[src/rtl/mem_port_arbiter.sv]
`default_nettype none
// ============================================================================
//  Module      : mem_port_arbiter
//  Description : Two-port arbiter for the unified instruction/data memory.
//                Port 0 is the CPU datapath, port 1 the boot/program loader.
//                Serialises accesses, issues the one-cycle mem_en strobe,
//                counts the fixed read latency, and returns registered read
//                data with a one-cycle ack per port.
//  Options     : MEM_ARB_RR_EN - when defined, simultaneous requests are
//                resolved round-robin.  When undefined, the CPU always wins
//                a tie.
//  Revision    : 1.0 - initial release
// ============================================================================
module mem_port_arbiter #(
  parameter int AW  = 32,
  parameter int DW  = 32,
  parameter int LAT = 1
) (
  input  logic          clk,
  input  logic          nrst,
  // CPU port (port 0)
  input  logic          cpu_req,
  input  logic          cpu_we,
  input  logic [AW-1:0] cpu_addr,
  input  logic [DW-1:0] cpu_wdata,
  output logic [DW-1:0] cpu_rdata,
  output logic          cpu_ack,
  output logic          cpu_stall,
  // Loader port (port 1)
  input  logic          ld_req,
  input  logic          ld_we,
  input  logic [AW-1:0] ld_addr,
  input  logic [DW-1:0] ld_wdata,
  output logic [DW-1:0] ld_rdata,
  output logic          ld_ack,
  // Memory side
  output logic          mem_en,
  output logic          mem_we,
  output logic [AW-1:0] mem_addr,
  output logic [DW-1:0] mem_wdata,
  input  logic [DW-1:0] mem_rdata,
  // Status
  output logic [1:0]    gnt,
  output logic          busy
);

  // Latency counter is wide enough for the full legal LAT range 1..15.
  localparam int         c_CW  = 4;
  localparam [c_CW-1:0]  c_LAT = c_CW'(LAT);

  typedef enum logic [1:0] {
    IDLE   = 2'd0,
    ACCESS = 2'd1,
    WAIT   = 2'd2,
    RESP   = 2'd3
  } state_t;

  state_t          r_state;
  state_t          w_state_nxt;
  logic [c_CW-1:0] r_cnt;
  logic [c_CW-1:0] w_cnt_nxt;
  logic [1:0]      r_gnt;
  logic [1:0]      w_gnt_nxt;
  logic            r_mem_we;
  logic            w_mem_we_nxt;
  logic [AW-1:0]   r_mem_addr;
  logic [AW-1:0]   w_mem_addr_nxt;
  logic [DW-1:0]   r_mem_wdata;
  logic [DW-1:0]   w_mem_wdata_nxt;
  logic [DW-1:0]   r_cpu_rdata;
  logic [DW-1:0]   w_cpu_rdata_nxt;
  logic [DW-1:0]   r_ld_rdata;
  logic [DW-1:0]   w_ld_rdata_nxt;

  logic            w_any_req;
  logic            w_sel_ld;   // 1 = loader wins the IDLE arbitration

  assign w_any_req = cpu_req | ld_req;

`ifdef MEM_ARB_RR_EN
  // last_grant: 0 = CPU was granted last, 1 = loader was granted last.
  // Reset value 1 makes the CPU win the first tie after reset.
  logic r_last_grant;
  logic w_last_grant_nxt;

  // Round-robin winner: loader takes a tie only when the CPU went last.
  always_comb begin
    w_sel_ld = ld_req & (~cpu_req | ~r_last_grant);
  end

  // Remember which port received the most recent grant.
  always_ff @(posedge clk or negedge nrst) begin
    if (!nrst) begin
      r_last_grant <= 1'b1;
    end else begin
      r_last_grant <= w_last_grant_nxt;
    end
  end
`else
  // Fixed priority winner: the CPU always takes a tie.
  always_comb begin
    w_sel_ld = ld_req & ~cpu_req;
  end
`endif

  // State, latency counter, captured access and returned data registers.
  always_ff @(posedge clk or negedge nrst) begin
    if (!nrst) begin
      r_state     <= IDLE;
      r_cnt       <= '0;
      r_gnt       <= 2'b00;
      r_mem_we    <= 1'b0;
      r_mem_addr  <= '0;
      r_mem_wdata <= '0;
      r_cpu_rdata <= '0;
      r_ld_rdata  <= '0;
    end else begin
      r_state     <= w_state_nxt;
      r_cnt       <= w_cnt_nxt;
      r_gnt       <= w_gnt_nxt;
      r_mem_we    <= w_mem_we_nxt;
      r_mem_addr  <= w_mem_addr_nxt;
      r_mem_wdata <= w_mem_wdata_nxt;
      r_cpu_rdata <= w_cpu_rdata_nxt;
      r_ld_rdata  <= w_ld_rdata_nxt;
    end
  end

  // Next-state logic: arbitrate in IDLE, strobe in ACCESS, count in WAIT,
  // acknowledge in RESP.
  always_comb begin
    w_state_nxt     = r_state;
    w_cnt_nxt       = r_cnt;
    w_gnt_nxt       = r_gnt;
    w_mem_we_nxt    = r_mem_we;
    w_mem_addr_nxt  = r_mem_addr;
    w_mem_wdata_nxt = r_mem_wdata;
    w_cpu_rdata_nxt = r_cpu_rdata;
    w_ld_rdata_nxt  = r_ld_rdata;
`ifdef MEM_ARB_RR_EN
    w_last_grant_nxt = r_last_grant;
`endif

    case (r_state)
      IDLE: begin
        w_gnt_nxt = 2'b00;
        if (w_any_req) begin
          // Latch the winner's access so the memory side stays stable
          // even if the requester changes its inputs afterwards.
          w_mem_we_nxt    = w_sel_ld ? ld_we    : cpu_we;
          w_mem_addr_nxt  = w_sel_ld ? ld_addr  : cpu_addr;
          w_mem_wdata_nxt = w_sel_ld ? ld_wdata : cpu_wdata;
          w_gnt_nxt       = w_sel_ld ? 2'b10 : 2'b01;
          w_cnt_nxt       = c_LAT;
          w_state_nxt     = ACCESS;
`ifdef MEM_ARB_RR_EN
          w_last_grant_nxt = w_sel_ld;
`endif
        end
      end

      ACCESS: begin
        w_state_nxt = WAIT;
      end

      WAIT: begin
        w_cnt_nxt = r_cnt - 1'b1;
        // The counter leaves 1 on the cycle mem_rdata is valid, so the
        // capture lands exactly LAT cycles after the mem_en cycle.
        if (r_cnt <= 1) begin
          w_cnt_nxt = '0;
          if (!r_mem_we) begin
            if (r_gnt[0]) begin
              w_cpu_rdata_nxt = mem_rdata;
            end
            if (r_gnt[1]) begin
              w_ld_rdata_nxt = mem_rdata;
            end
          end
          w_state_nxt = RESP;
        end
      end

      RESP: begin
        w_gnt_nxt   = 2'b00;
        w_state_nxt = IDLE;
      end

      default: begin
        w_gnt_nxt   = 2'b00;
        w_state_nxt = IDLE;
      end
    endcase
  end

  // Strobes and acks decode straight from state so an asynchronous reset
  // removes them immediately.
  assign mem_en    = (r_state == ACCESS);
  assign cpu_ack   = (r_state == RESP) & r_gnt[0];
  assign ld_ack    = (r_state == RESP) & r_gnt[1];
  assign busy      = (r_state != IDLE);
  assign gnt       = r_gnt;
  assign mem_we    = r_mem_we;
  assign mem_addr  = r_mem_addr;
  assign mem_wdata = r_mem_wdata;
  assign cpu_rdata = r_cpu_rdata;
  assign ld_rdata  = r_ld_rdata;

  // Stall is held low while reset is asserted so every output reads zero.
  assign cpu_stall = nrst & cpu_req & ~cpu_ack;

endmodule
`default_nettype wire

[config.mk]
export PLATFORM = sky130hd
export DESIGN_NAME = mem_port_arbiter
export DESIGN_NICKNAME = d
export VERILOG_FILES = /design/src/rtl/mem_port_arbiter.sv
export SDC_FILE = /design/constraint.sdc
export NUM_CORES = 1
export LEC_CHECK = 0
export ABC_AREA = 1
export CORE_ASPECT_RATIO = 0.6
export CORE_MARGIN = 4
export CORE_UTILIZATION = 45
export CTS_BUF_LIST = sky130_fd_sc_hd__clkbuf_4 sky130_fd_sc_hd__clkbuf_8
export CTS_CLUSTER_DIAMETER = 40
export DETAILED_ROUTE_END_ITERATION = 10
export GPL_TIMING_DRIVEN = 0
export PLACE_DENSITY = 0.88
export SETUP_SLACK_MARGIN = 0.4
export SLEW_MARGIN = 10
export SYNTH_ARGS = -nofsm -noshare
export SYNTH_HDL_FRONTEND = slang
export SYNTH_SLANG_ARGS = --single-unit
[constraint.sdc]
create_clock -name clk -period 2.3 [get_ports clk]
set_clock_uncertainty 0.1 [all_clocks]
set_input_delay 0.46 -clock clk [delete_from_list [all_inputs] [get_ports clk]]
set_output_delay 0.46 -clock clk [all_outputs]
set_load 0.01 [all_outputs]
==> results of run 1 <==
repair_timing:
| item | 4_1_cts | 5_1_grt |
|---|---|---|
| endpoints found under the setup margin | 124 | 73 |
| gates cloned | 0 | 2 |
| hold endpoints to repair | 51 | 51 |
| pin swaps | 3 | 4 |
| gates resized for setup | 149 | 41 |
| buffers inserted | 5 | 1 |
cells in the final DEF (no fill, tap or decap), types with 2 or more instances in the layout:
cell type        count
dlymetal6s2s_1      12
inv_6                2
clkbuf_4             3
inv_1               43
clkbuf_1             3
bufinv_16            3
dlygate4sd2_1      119
ha_4                 3
inv_2                5
buf_2               17
buf_6               16
o21ai_0             81
nand2_1            143
clkinv_4             3
clkdlybuf4s50_1    164
o22ai_1              2
ha_1                 3
o21ai_1             79
clkinvlp_4           4
nand3_2              2
nand3_1              4
buf_4               14
dfrtp_1            136
inv_4                2
clkbuf_8            17
nand3_4              2
nand2_2              4
o21ai_2             38
nor2_1              72
how the worst max path moves through the flow:
stage                                 to  slack [ps]  cells after the start
5_1_grt                        cpu_stall         280                      5
2_1_floorplan  cpu_rdata[14]$_DFFE_PN0P_         750                      8
3_3_place_gp    mem_wdata[2]$_DFFE_PN0P_       -4760                      1
6_report                       cpu_stall         370                      5
3_5_place_dp                   cpu_stall         -30                      4
4_1_cts                        cpu_stall         330                      5
synth_stat cells:
| library cell | instances |
|---|---|
| nor2_2 | 1 |
| nand3_1 | 4 |
| o21ai_2 | 39 |
| buf_6 | 10 |
| clkbuf_2 | 1 |
| nand2_2 | 1 |
| nor2_4 | 1 |
| dfrtp_1 | 137 |
| nor3_1 | 1 |
| nand3_4 | 2 |
| xor2_1 | 1 |
| a21oi_1 | 1 |
| clkbuf_1 | 3 |
| ha_1 | 6 |
| o22ai_1 | 2 |
| buf_4 | 6 |
| or2_2 | 1 |
| nor2_1 | 72 |
| nand3b_1 | 1 |
| buf_2 | 21 |
| o21ai_0 | 83 |
| nand2_1 | 146 |
| inv_1 | 47 |
| inv_2 | 3 |
| o21ai_1 | 77 |
metrics by stage:
stage	TNS (ps)	total power, uW	worst slack (ps)
4_1_cts	0	12200	328
6_report	0	12300	366
5_1_grt	0	13100	284
3_3_place_gp	-655620	10500	-4760
3_5_place_dp	-28.8	10700	-28.8
2_1_floorplan	0	7140	751
cell type report:
class | instances | area [um^2] | share of cell area, %
clock buffer | 19 | 249 | 2.55
multi-input combinational | 441 | 2230 | 22.9
timing repair buffer | 308 | 2960 | 30.3
clock inverter | 13 | 169 | 1.73
inverter | 50 | 193 | 1.98
sequential | 137 | 3430 | 35.2
tap | 170 | 213 | 2.18
buffer | 41 | 312 | 3.19
cell families after synthesis:
logic type      after synthesis  share of synthesized area [%]
xor+xnor                      1                          0.145
buf+inv                      91                           7.71
compound gates              202                           19.2
flops                       137                           56.6
simple gates                230                           15.1
fa+ha+maj                     6                           1.24
worst max-delay path: stages, from the launching register on:
cell and delay [ps]:
dfrtp_1 430, ha_4 190, nand2_2 60, inv_2 30, nor2_1 80, buf_2 140
layer usage:
metal  share of wire [%]  vias to the layer above
met3                 7.9                       45
li1                    -                     2827
met4                 3.1                        0
met1                  39                     2875
met2                  50                      253
met5                   0                        -
registers in the layout (all words and copies together), names as in the netlist:
| name | cells |
|---|---|
| cpu_rdata | 32 |
| ld_rdata | 32 |
| mem_addr | 32 |
| mem_wdata | 32 |
| r_cnt | 4 |
| gnt | 2 |
| r_state | 2 |
| mem_we | 1 |
report_power, final:
| part | switching (uW) | internal, uW | total [uW] |
|---|---|---|---|
| clock network | 998 | 1110 | 2100 |
| registers | 676 | 3640 | 4310 |
| logic | 3200 | 2700 | 5900 |
| total | 4870 | 7440 | 12300 |
==> impl_metrics.ini, run 1 <==
[timing]
slew_viol_final = 0
tightest_slew_ps = 659
timing.slew.headroom_pct = 56.1
clock.fmax_ghz = 0.517
setup_viol = 0
finalHoldViolCount = 51
min_period_ps = 1930
timing.hold.ws_ps = -136
rsz0062_at_grt = true
min_period_over_period_pct = 84.1

[global_route]
antenna_found_initial = 0
grt_max_degree = 87
gr-usage-met2_pct = 45.2
grt_overflow = 0
use_met3_pct = 7.48
grt_pass1_wl_um = 32100
grt_usage_pct = 26.6
busiest_layer = met2
grt_use_met1_pct = 32.3
grt_pass1_vias = 6097

[critical_path]
cp-start-kind = flop
worstSetupEndpointType = output pin
critPathMaxFanout = 3
crit_start = r_state[0]$_DFFE_PN0P_
crit_arrival_ps = 1370
reg2reg_depth = 9
worstSetupPathType = flop to output pin
cp_data_required_time_ps = 1740
r2r-start = r_state[0]$_DFFE_PN0P_
reg2reg_slack_ps = 470
regToRegEndpoint = cpu_rdata[17]$_DFFE_PN0P_

[run_status]
violations = negative hold slack
outcome = complete, but fails checks

[cells_and_area]
n_antenna_cell = 0
drive_gt1_share_pct = 14.3
nets = 1168
n_fill_cell = 992
final_cell_count_no_fill = 1179
fin_area_mm2 = 0.00976
area_delta_synth_final_pct = 61.1
fin_util_pct = 75.0

[die]
die_h_um = 97.9
die_w_um = 158
num_rows = 32
core_area_mm2 = 0.0130
dieArea_mm2 = 0.0154
pin_count = 302
initial_utilization_pct = 46.5

[place]
place_congestion = 0.865
place_inst = 1139
port_buffers = 301
placed_area_mm2 = 0.00931
dpl.hpwl_um = 15700

[route]
vias = 6000
drtAntennaViolNets = 0
wl_per_cell_um = 17.8
via_per_inst = 5.09
drc = 0
drtIter0Drc = 351
wirelength_um = 21000
firstDrtPassIters = 5

[logic_synthesis]
yosysUniqueCellTypes = 25
synth_top_cell_by_area = dfrtp_1
yosysTopAreaCellShare_pct = 56.6
avgSynthCellArea_um2 = 9.08
synth.net_count = 839
netlist_top_cells_area = dfrtp_1 57%, nand2_1 9.1%, o21ai_0 6.9%
netlist_instances = 667
synth_area_mm2 = 0.00605
yosys_warnings = 0
ys_seq_area_share_pct = 56.6
ys_ff_latch = 137

[cts]
htreeDepth = 4
cts_buffers = 17
clkLatencyLatePin_ps = 430
cts-root-buf = clkbuf_8
cts.sink_count = 137
clk_path_buf_depth = 2
clkSlewWorstSetupHoldPaths_ps = 80
tritoncts = built

[power]
power.density_mw_per_mm2 = 1260
power.leakage_uw = 0.00480
ir_worst_vdd_v = 0.000497

[job]
maxCapViolCount = 0

[min_path]
hold_path_class = input port to asynchronous set/reset pin
Note: power is estimated with default switching activity, not from simulation.
==> inputs of run 2 (changes only) <==
- CORE_UTILIZATION: 45 -> 42
- PLACE_DENSITY: 0.88 -> 0.83
- clock period: 2.3 -> 1.9 ns (I/O delays scaled with it)
==> run 2 against run 1 <==
The run still ends with negative hold slack left. Critical endpoint is now ld_ack. Clock power is 9% higher. Global-route usage is 0.11 points higher. Total power is 45% higher.
==> impl_metrics.ini, run 2 (synthesis results as in run 1) <==
[run_status]
outcome = complete, but fails checks
violations = negative hold slack

[timing]
min_period_over_period_pct = 99.2
min_period_ps = 1890
slew_viol_final = 0
timing.hold.ws_ps = -199
tightest_slew_ps = 516
fin_setup_tns_ps = 0
final.setup.worst_slack_ps = 14.7
finalHoldViolCount = 52
timing.slew.headroom_pct = 65.6
clock.fmax_ghz = 0.530
rsz0062_at_grt = true
setup_viol = 0

[power]
swShare_pct = 40.8
power.switching_uw = 7260
clkPwrFrac_pct = 12.9
seqPwrFrac_pct = 30.2
power.leakage_uw = 0.00519
ir_worst_vdd_v = 0.000689
combPwrFrac_pct = 56.9
internal_power_uw = 10500
power.density_mw_per_mm2 = 1610

[route]
drc = 0
via_per_inst = 5.05
wirelength_um = 24400
drtIter0Drc = 390
firstDrtPassIters = 5
vias = 6410
drtAntennaViolNets = 0
wl_per_cell_um = 19.2

[die]
num_rows = 33
die_w_um = 163
core_area_mm2 = 0.0139
die_h_um = 101
pin_count = 302
dieArea_mm2 = 0.0165
initial_utilization_pct = 43.6

[critical_path]
cp-start-kind = flop
worstSetupEndpointType = output pin
critPathMaxFanout = 4
cp_num_buf_inv = 3
regToRegEndpoint = ld_rdata[18]$_DFFE_PN0P_
critPathMaxStageDelay_ps = 450
crit_slowest_cell = dfrtp_2
r2r-start = r_state[0]$_DFFE_PN0P_
path_cells = ha_4, buf_4, nand2_2, inv_2, buf_6
cp_data_required_time_ps = 1420
reg2reg_slack_ps = 90
cp_top_family = flip-flops
crit_arrival_ps = 1410
reg2reg_depth = 9
worstSetupPathType = flop to output pin

[place]
pre_cts_ws_ps = -271
placed_area_mm2 = 0.00935
place_congestion = 0.870
place_inst = 1161
port_buffers = 301
dpl.hpwl_um = 15500

[global_route]
antenna_found_initial = 0
grt_usage_pct = 26.7
grt_max_degree = 86
grt_pass1_vias = 6174
grt_pass1_wl_um = 33900
grt_overflow = 0

[cells_and_area]
final_cell_count_no_fill = 1269
drive_gt1_share_pct = 46.1
final_cell_mix = 164 x clkdlybuf4s50_1, 136 x buf_2, 135 x dfrtp_1
area_delta_synth_final_pct = 82.2
nets = 1236
layout_commonest_cell = clkdlybuf4s50_1
fin_area_mm2 = 0.0110
n_antenna_cell = 0

[cts]
clkLatencyLatePin_ps = 430
cts.sink_count = 137
cts-root-buf = clkbuf_8
cts_buffers = 17
htreeDepth = 4
clk_path_buf_depth = 2
tritoncts = built
clkSlewWorstSetupHoldPaths_ps = 90

[job]
maxCapViolCount = 0

[min_path]
hold_path_class = input port to asynchronous set/reset pin
run 2: changes by cell type in the layout (fill, tap and decap cells not counted), moves of 23 or more:
cell,change
dlygate4sd2_1,-119
o21ai_2,+82
buf_2,+119
o21ai_0,-81
buf_4,+23
nand2_1,-51
nand2_4,+29
run 2: timing repair:
item,4_1_cts,5_1_grt
setup buffers,39,17
endpoints found under the hold margin,52,52
cloned,15,5
pin swaps,29,58
setup endpoints to repair,270,149
resized for setup,668,281
run 2: cell type report:
type | count | area [um^2]
sequential | 137 | 3430
buffer | 41 | 505
multi-input combinational | 441 | 2930
tap | 192 | 240
clock buffer | 20 | 256
fill | 903 | 2840
inverter | 50 | 205
timing repair buffer | 376 | 3350
clock inverter | 12 | 118
run 2: metrics by stage:
step                total power (uW)  util, %  hold WS, ps
floorplan                       8650        -        -15.6
global placement               12800     67.2          362
detailed placement             13000     67.4          267
CTS                            15700     71.7         -201
global route                   18800     79.5         -190
finish                         17800     79.5         -199
run 2: power groups by stage:
stage | Combinational (uW) | Clock (uW) | Sequential [uW]
final | 10100 | 2290 | 5380
after global routing | 10800 | 2470 | 5520
after CTS | 8260 | 2310 | 5170
after detailed placement | 7710 | 0 | 5290
after global placement | 7530 | 0 | 5230
after floorplan | 2770 | 0 | 5880
run 2: how the worst max path moves through the flow:
stage,startpoint,cells after the start,endpoint,slack (ps)
floorplan,r_cnt[0]$_DFFE_PN0P_,8,ld_rdata[23]$_DFFE_PN0P_,400
global placement,nrst,1,mem_wdata[12]$_DFFE_PN0P_,-5150
detailed placement,cpu_req,4,cpu_stall,-270
CTS,r_state[1]$_DFFE_PN0P_,5,cpu_stall,20
global route,r_state[1]$_DFFE_PN0P_,5,cpu_stall,-70
finish,r_state[1]$_DFFE_PN0P_,5,ld_ack,10
run 2: per-layer routing:
| metal | global-route usage [%] | share of wire, % | vias to the layer above |
|---|---|---|---|
| met1 | 33.9 | 40 | 3139 |
| met5 | 0 | 0 | - |
| met4 | 8.51 | 2.2 | 0 |
| li1 | - | - | 2966 |
| met2 | 44.7 | 51 | 268 |
| met3 | 7.60 | 7.6 | 37 |
==> inputs of run 3 (changes only) <==
- CORE_MARGIN: 4 -> not set
- SKIP_CTS_REPAIR_TIMING: not set -> 1
==> run 3 against run 2 <==
The flow finishes with violations (negative hold slack, negative setup slack). Combinational power shrank 7%. Die area decreased by 9.4%. Flip-flop and latch count unchanged. Setup slack worse by 83 ps. Critical path type unchanged. Critical endpoint is now cpu_stall.
==> impl_metrics.ini, run 3 (synthesis results as in run 1) <==
[run_status]
outcome = complete, but fails checks
violations = negative hold slack, negative setup slack

[cts]
cts.sink_count = 137
cts_buffers = 17
cts-root-buf = clkbuf_8
clkSlewWorstSetupHoldPaths_ps = 90
htreeDepth = 4
clk_path_buf_depth = 2
tritoncts = built
clkLatencyLatePin_ps = 440

[cells_and_area]
drive_gt1_share_pct = 38.4
layout_commonest_cell = clkdlybuf4s50_1
regArea_mm2 = 0.00343
final_cell_mix = 164 x clkdlybuf4s50_1, 136 x dfrtp_1, 118 x clkbuf_2
n_antenna_cell = 0
n_fill_cell = 916
nets = 1230
multi_input_area_mm2 = 0.00275
final_cell_count_no_fill = 1263
area_delta_synth_final_pct = 79.7

[timing]
tightest_slew_ps = 600
finalHoldViolCount = 57
fin_setup_tns_ps = -167
timing.hold.ws_ps = -210
setup_viol = 3
rsz0062_at_grt = true
min_period_over_period_pct = 104
clock.fmax_ghz = 0.508
final.setup.worst_slack_ps = -68.2
slew_viol_final = 0
min_period_ps = 1970
timing.slew.headroom_pct = 60.0

[die]
num_rows = 33
initial_utilization_pct = 43.6
die_w_um = 157
die_h_um = 95
core_area_mm2 = 0.0139
dieArea_mm2 = 0.0149
pin_count = 302

[global_route]
grt_overflow = 0
grt_max_degree = 81
grt_pass1_wl_um = 29800
grt_pass1_vias = 5606
antenna_found_initial = 0
grt_usage_pct = 26.7

[place]
place_congestion = 0.875
port_buffers = 301
dpl.hpwl_um = 14600
place_inst = 1161

[route]
drc = 0
wirelength_um = 23900
firstDrtPassIters = 5
wl_per_cell_um = 18.9
via_per_inst = 5.11
drtIter0Drc = 441
vias = 6451
drtAntennaViolNets = 0

[job]
maxCapViolCount = 0

[critical_path]
crit_slowest_cell = dfrtp_1
cp_data_required_time_ps = 1420
cp_num_buf_inv = 3
critPathMaxFanout = 4
cp-start-kind = flop
critPathMaxStageDelay_ps = 430
worstSetupEndpointType = output pin
crit_arrival_ps = 1490
path_cells = buf_6, ha_4, nand2_2, inv_2, nor2_2, buf_2
cp_top_family = flip-flops
worstSetupPathType = flop to output pin

[min_path]
hold_path_class = input port to asynchronous set/reset pin

[power]
power.density_mw_per_mm2 = 1600
power.leakage_uw = 0.00527
ir_worst_vdd_v = 0.000646
==> run 3: worst reg2reg max path, stage by stage, from the launching register on <==
cell and delay (ps):
dfrtp_1 430, buf_4 170, inv_4 70, ha_4 170
o21ai_4 90, inv_4 100, buf_12 140, buf_4 140
clkbuf_16 130, o21ai_0 80, o21ai_1 130
==> run 3: metal layers <==
metal	track usage [%]	up-vias	share of wire [%]	wire length, um
met5	0	-	0	0
met4	10.7	0	3.0	711
met3	6.29	55	6.6	1580
met2	43.0	281	49	11800
met1	35.1	3154	41	9790
li1	-	2961	-	-
==> run 3: area by class of cell <==
cell class / count / area share (%)
multi-input combinational: 441 / 25.3
sequential: 137 / 31.5
clock inverter: 13 / 1.33
clock buffer: 19 / 2.29
tap: 192 / 2.21
inverter: 50 / 1.77
timing repair buffer: 370 / 31.4
buffer: 41 / 4.25
==> run 3: worst paths after layout <==
| path | startpoint | endpoint | slack [ps] | depth (start not counted) |
|---|---|---|---|---|
| max in group asynchronous | nrst | ld_rdata[30]$_DFFE_PN0P_ | 1100 | 2 |
| max reg2reg | r_state[0]$_DFFE_PN0P_ | mem_wdata[2]$_DFFE_PN0P_ | 80 | 10 |
| max | r_state[0]$_DFFE_PN0P_ | cpu_stall | -70 | 6 |
| min | nrst | mem_wdata[29]$_DFFE_PN0P_ | -210 | 1 |
| min in group clk | mem_wdata[19]$_DFFE_PN0P_ | mem_wdata[19]$_DFFE_PN0P_ | 390 | 2 |
| min reg2reg | mem_wdata[19]$_DFFE_PN0P_ | mem_wdata[19]$_DFFE_PN0P_ | 390 | 2 |
==> run 3: power by group <==
group	switching, uW	total, uW	internal (uW)
registers	1160	5560	4400
logic	4710	9440	4730
clock network	1240	2440	1210
total	7110	17400	10300
==> run 3: metrics by stage <==
stage | util [%] | worst slack, ps | area [um^2] | power (uW)
after floorplan | - | 403 | 6060 | 8650
after global placement | 67.2 | -5180 | 9320 | 12700
after detailed placement | 67.4 | -254 | 9350 | 12900
after CTS | 70.2 | -439 | 9740 | 15400
after global routing | 78.4 | -133 | 10900 | 18400
final | 78.4 | -68.2 | 10900 | 17400
